--- config.mk ---
export PLATFORM = sky130hd
export DESIGN_NAME = pwr_mode_scheduler
export DESIGN_NICKNAME = d
export VERILOG_FILES = /design/src/rtl/pwr_mode_scheduler.sv
export SDC_FILE = /design/constraint.sdc
export NUM_CORES = 1
export LEC_CHECK = 0
export CORE_MARGIN = 3
export CORE_UTILIZATION = 30
export DETAILED_ROUTE_END_ITERATION = 7
export PLACE_DENSITY = 0.53
export SYNTH_ARGS = -nofsm -noshare
export SYNTH_HDL_FRONTEND = slang
export SYNTH_SLANG_ARGS = --single-unit
--- constraint.sdc ---
create_clock -name clk -period 4.9 [get_ports clk]
set_clock_uncertainty 0.2 [all_clocks]
set_input_delay 0.98 -clock clk [delete_from_list [all_inputs] [get_ports clk]]
set_output_delay 0.98 -clock clk [all_outputs]
set_load 0.01 [all_outputs]
--- src/rtl/pwr_mode_scheduler.sv ---
// Power-mode scheduler: synchronises and debounces the on/off, low-power and low-battery
// inputs, then sequences rail commands until the settled mode matches the prioritised target.
module pwr_mode_scheduler #(
    parameter int DEB_CYCLES  = 16,
    parameter int SEQ_TIMEOUT = 1024
) (
    input  logic       clk,
    input  logic       reset,
    input  logic       onoff_in,
    input  logic       lpm_in,
    input  logic       lbd_in,
    input  logic       cmd_ready,
    input  logic       seq_done,
    output logic       cmd_valid,
    output logic [1:0] cmd,
    output logic [1:0] mode,
    output logic       busy,
    output logic       timeout_err
);

    localparam logic [1:0] MODE_OFF = 2'b00;
    localparam logic [1:0] MODE_ON  = 2'b01;
    localparam logic [1:0] MODE_LP  = 2'b10;
    localparam logic [1:0] MODE_LB  = 2'b11;
    localparam logic [1:0] CMD_ON   = 2'b00;
    localparam logic [1:0] CMD_OFF  = 2'b01;
    localparam logic [1:0] CMD_LP   = 2'b10;

    localparam logic [15:0] DEB_LAST = 16'(DEB_CYCLES);
    localparam logic [20:0] TMO_LAST = 21'(SEQ_TIMEOUT);

    typedef enum logic [1:0] {S_IDLE, S_ISSUE, S_WAIT, S_ERROR} state_t;

    // bit 0 on/off, bit 1 low-power request, bit 2 low-battery detect
    logic [2:0] raw;
    logic [2:0] sync1_q, sync2_q;
    logic [2:0] filt;

    assign raw = {lbd_in, lpm_in, onoff_in};

    always_ff @(posedge clk or posedge reset) begin
        if (reset) begin
            sync1_q <= '0;
            sync2_q <= '0;
        end else begin
            sync1_q <= raw;
            sync2_q <= sync1_q;
        end
    end

    for (genvar g = 0; g < 3; g++) begin : g_deb
        logic [15:0] cnt_q;
        logic        filt_q;

        // Any cycle where the synchronised level matches the filtered one restarts the count.
        always_ff @(posedge clk or posedge reset) begin
            if (reset) begin
                cnt_q  <= '0;
                filt_q <= 1'b0;
            end else if (sync2_q[g] == filt_q) begin
                cnt_q <= '0;
            end else if (cnt_q + 16'd1 == DEB_LAST) begin
                cnt_q  <= '0;
                filt_q <= sync2_q[g];
            end else begin
                cnt_q <= cnt_q + 16'd1;
            end
        end

        assign filt[g] = filt_q;
    end

    state_t      state_q, state_d;
    logic [1:0]  mode_q, mode_d;
    logic [1:0]  cmd_q, cmd_d;
    logic [1:0]  tgt_q, tgt_d;
    logic [20:0] tmo_q, tmo_d;
    logic        err_q, err_d;
    logic [1:0]  target;
    logic [1:0]  target_cmd;
    logic        target_quiet;
    logic        mode_quiet;

    always_comb begin
        if (filt[2])       target = MODE_LB;
        else if (!filt[0]) target = MODE_OFF;
        else if (filt[1])  target = MODE_LP;
        else               target = MODE_ON;
    end

    always_comb begin
        case (target)
            MODE_ON: target_cmd = CMD_ON;
            MODE_LP: target_cmd = CMD_LP;
            default: target_cmd = CMD_OFF;
        endcase
    end

    // OFF and LB_LOCKOUT share the same rail state, so moving between them needs no command.
    assign target_quiet = (target == MODE_OFF) || (target == MODE_LB);
    assign mode_quiet   = (mode_q == MODE_OFF) || (mode_q == MODE_LB);

    always_ff @(posedge clk or posedge reset) begin
        if (reset) begin
            state_q <= S_IDLE;
            mode_q  <= MODE_OFF;
            cmd_q   <= CMD_OFF;
            tgt_q   <= MODE_OFF;
            tmo_q   <= '0;
            err_q   <= 1'b0;
        end else begin
            state_q <= state_d;
            mode_q  <= mode_d;
            cmd_q   <= cmd_d;
            tgt_q   <= tgt_d;
            tmo_q   <= tmo_d;
            err_q   <= err_d;
        end
    end

    always_comb begin
        state_d = state_q;
        mode_d  = mode_q;
        cmd_d   = cmd_q;
        tgt_d   = tgt_q;
        tmo_d   = tmo_q;
        err_d   = err_q;
        case (state_q)
            S_IDLE: begin
                if (target != mode_q) begin
                    if (target_quiet && mode_quiet) begin
                        mode_d = target;
                    end else begin
                        cmd_d   = target_cmd;
                        tgt_d   = target;
                        state_d = S_ISSUE;
                    end
                end
            end
            S_ISSUE: begin
                if (cmd_ready) begin
                    state_d = S_WAIT;
                    tmo_d   = '0;
                end
            end
            S_WAIT: begin
                // A completion on the timeout edge still counts as a normal finish.
                if (seq_done) begin
                    mode_d  = tgt_q;
                    state_d = S_IDLE;
                end else if (tmo_q + 21'd1 == TMO_LAST) begin
                    state_d = S_ERROR;
                    err_d   = 1'b1;
                end else begin
                    tmo_d = tmo_q + 21'd1;
                end
            end
            default: state_d = state_q;
        endcase
    end

    assign cmd_valid   = (state_q == S_ISSUE);
    assign busy        = (state_q == S_ISSUE) || (state_q == S_WAIT);
    assign cmd         = cmd_q;
    assign mode        = mode_q;
    assign timeout_err = err_q;

endmodule

==> out/metrics.cfg <==
[floorplan]
die_height_um=138
die_area_mm2=0.0191
core.rowCount=47
ios=14
fp.dieW_um=138
start_util_pct=31.1
core_mm2=0.0168

[layout]
nets=592
drive_above_1_share_pct=9.12
fill_cells=1746
ff_latch_area_mm2=0.00218
multi_input_comb_area_mm2=0.00287
area_growth_pct=12.1
n_antenna_cell=0

[critical_path]
cp.required_ns=4.93
crit_fanout=25
critical_path.startpoint_type=flop
crit_type=reg -> reg
critPathCaptureType=flop
arrival_ns=3.54

[place]
place_congestion=0.820
hpwl_mm=7.84
io_buffers=13
place_ws_ns=1.43

[logic_synthesis]
synth_top_area_share_pct=41.1
yosys.area_share.xor_xnor_pct=7.20
synthAdderAreaFrac_pct=1.91
synth_top_flop_cell=dfrtp_1
netlist-cell-type-count=64
synth_common_cells=86 x dfrtp_1, 61 x nor2_1, 59 x nand2_1
syn_area_mm2=0.00523
syn_avg_cell_area_um2=9.12
synth_most_common_cell=dfrtp_1
ys_top_cells_by_area=dfrtp_1 41%, nor2_1 4.4%, nand2_1 4.2%
yosysTopAreaCell=dfrtp_1
synth_edf_count=0
synth-seq-cells=87
ys.warnings.count=0
synthSimpleGateAreaFrac_pct=27.9
syn_nets=589
async_flop_share_pct=100
synth.area.mux_share_pct=3.95
synth_compound_area_share_pct=14.0
ys_seq_area_share_pct=41.6
synth_top_family_by_area=simple AND/OR/NAND/NOR gates
synth_cells=574

[timing]
slew-limit-headroom_pct=26.8
drv_slew=0
tns_ns=0
fin_crit_ns=3.52
setup_ws_ns=1.38
rsz0062_at_grt=false
setup_viol=0
worst_pin_slew_ns=1.09
final_hold_viol_count=0
fin_crit_sh_pct=71.8
timing.fmax_mhz=284
timing.hold.ws_ns=0.147

[global_route]
grt_use_total_pct=12.8
grt_start_max_net_pins=49
grt_pass1_vias=4083
grt_pass1_wl_mm=20.5
grt_remaining_overflow=0
antenna_found_initial=0

[clock_network]
cts_sinks=87
tritoncts=yes
cts.clk_slew.worst_paths_ns=0.06
post-cts-setup-buffer-count=0
clk_latency_ns=0.35
htree_levels=3
cts-root-buf=clkbuf_16
ctsHoldBuffers=0
cts_resized=0
cts_buffers=9
clock_path_buffers=2

[hold_path]
hp-class=reg -> reg

[detailed_routing]
num_vias=4251
drcViolationCount=0
drt_pass1_iterations=5
postRouteAntennaNets=0
viasPerCell=5.31
drtIter0Drc=242
wl_per_cell_um=14.4
route.final.wire_length_mm=11.6

[flow_run]
drv_cap=0

[power_and_ir_drop]
powerDensity_mw_per_mm2=306
max-vdd-ir-drop_v=0.000190
power_leakage_nw=2.34

[outcome]
outcome=completed

## where the power goes
| group | internal (mW) | switching [mW] |
|---|---|---|
| clock | 0.422 | 0.295 |
| sequential | 0.744 | 0.0308 |
| combinational | 0.119 | 0.185 |
| total | 1.28 | 0.511 |
## placed cells by master, fill, tap and decap left out, types with 6 or more instances in the layout
master,instances
nor2b_1,6
ha_1,8
clkdlybuf4s50_1,13
nand2b_1,8
nor3b_1,11
nand2_1,59
nand3_1,24
o21ai_0,16
or3_1,9
xnor2_1,22
and4_1,10
nor4_1,8
inv_1,10
dfrtp_1,86
mux2_2,13
and2_1,7
clkbuf_16,9
nor2_1,61
a21oi_1,24
xor2_1,21
nand4_1,15
and3_1,15
buf_4,8
mux2i_1,6
nor3_1,21
## critical path, cell delays in order (launching register included)
cell     delay [ns]
dfrtp_1        0.46
ha_1           0.25
nand3_1        0.23
or3_1          0.38
a211o_1        0.31
a22oi_2        0.17
nand4_2        0.55
and2_1         0.51
a221o_1        0.34
## sequential cells by signal, summed over array words and instances (netlist names)
name and cells:
cmd 2, g_deb.cnt_q 48, g_deb.filt_q 3, mode 2, state_q 2, sync1_q 3, sync2_q 3, tgt_q 2
timeout_err 1, tmo_q 21
## per-layer routing
metal	part of all wire [%]	global-route usage, %
met1	51	18.1
met2	45	19.1
met3	2.8	3.69
met4	1.6	4.11
met5	0	0
## per-stage QoR
| stage | cells | power (mW) | instance area (µm²) | utilization, % |
|---|---|---|---|---|
| 3_5_place_dp | 786 | 1.09 | 5560 | 33.1 |
| 2_1_floorplan | 574 | 0.984 | 5230 | - |
| 6_report | 801 | 1.80 | 5870 | 34.9 |
| 3_3_place_gp | 786 | 1.09 | 5560 | 33.1 |
| 5_1_grt | 801 | 1.91 | 5870 | 34.9 |
| 4_1_cts | 801 | 1.83 | 5870 | 34.9 |
## worst paths after layout
kind	from	end	slack (ns)	depth (start not counted)
min in group asynchronous	reset	g_deb[0].cnt_q[13]	0.66	2
min reg2reg	sync1_q[1]	sync2_q[1]	0.15	0
min	sync1_q[1]	sync2_q[1]	0.15	0
max in group asynchronous	reset	g_deb[1].cnt_q[5]	2.99	3
max reg2reg	tmo_q[0]	tmo_q[1]	1.38	8
max	tmo_q[0]	tmo_q[1]	1.38	8
## kinds of logic (layout without fill, tap and decap cells)
group | after synthesis | count (layout)
xor gates and xnor gates | 43 | 43
muxes | 19 | 19
DFF | 87 | 87
adders and majority gates | 8 | 8
AOI/OAI and AO/OA | 104 | 104
buffers and inverters | 40 | 47
and+or+nand+nor | 273 | 273
## area by class of cell
| cell class | count | share of cell area (%) |
|---|---|---|
| Timing Repair Buffer | 21 | 3.24 |
| Multi-Input combinational cell | 447 | 49.0 |
| Clock buffer | 11 | 4.31 |
| Sequential cell | 87 | 37.1 |
| Clock inverter | 4 | 0.938 |
| Inverter | 11 | 0.725 |
| Tap cell | 220 | 4.69 |
Note: power is estimated with default switching activity, not from simulation.
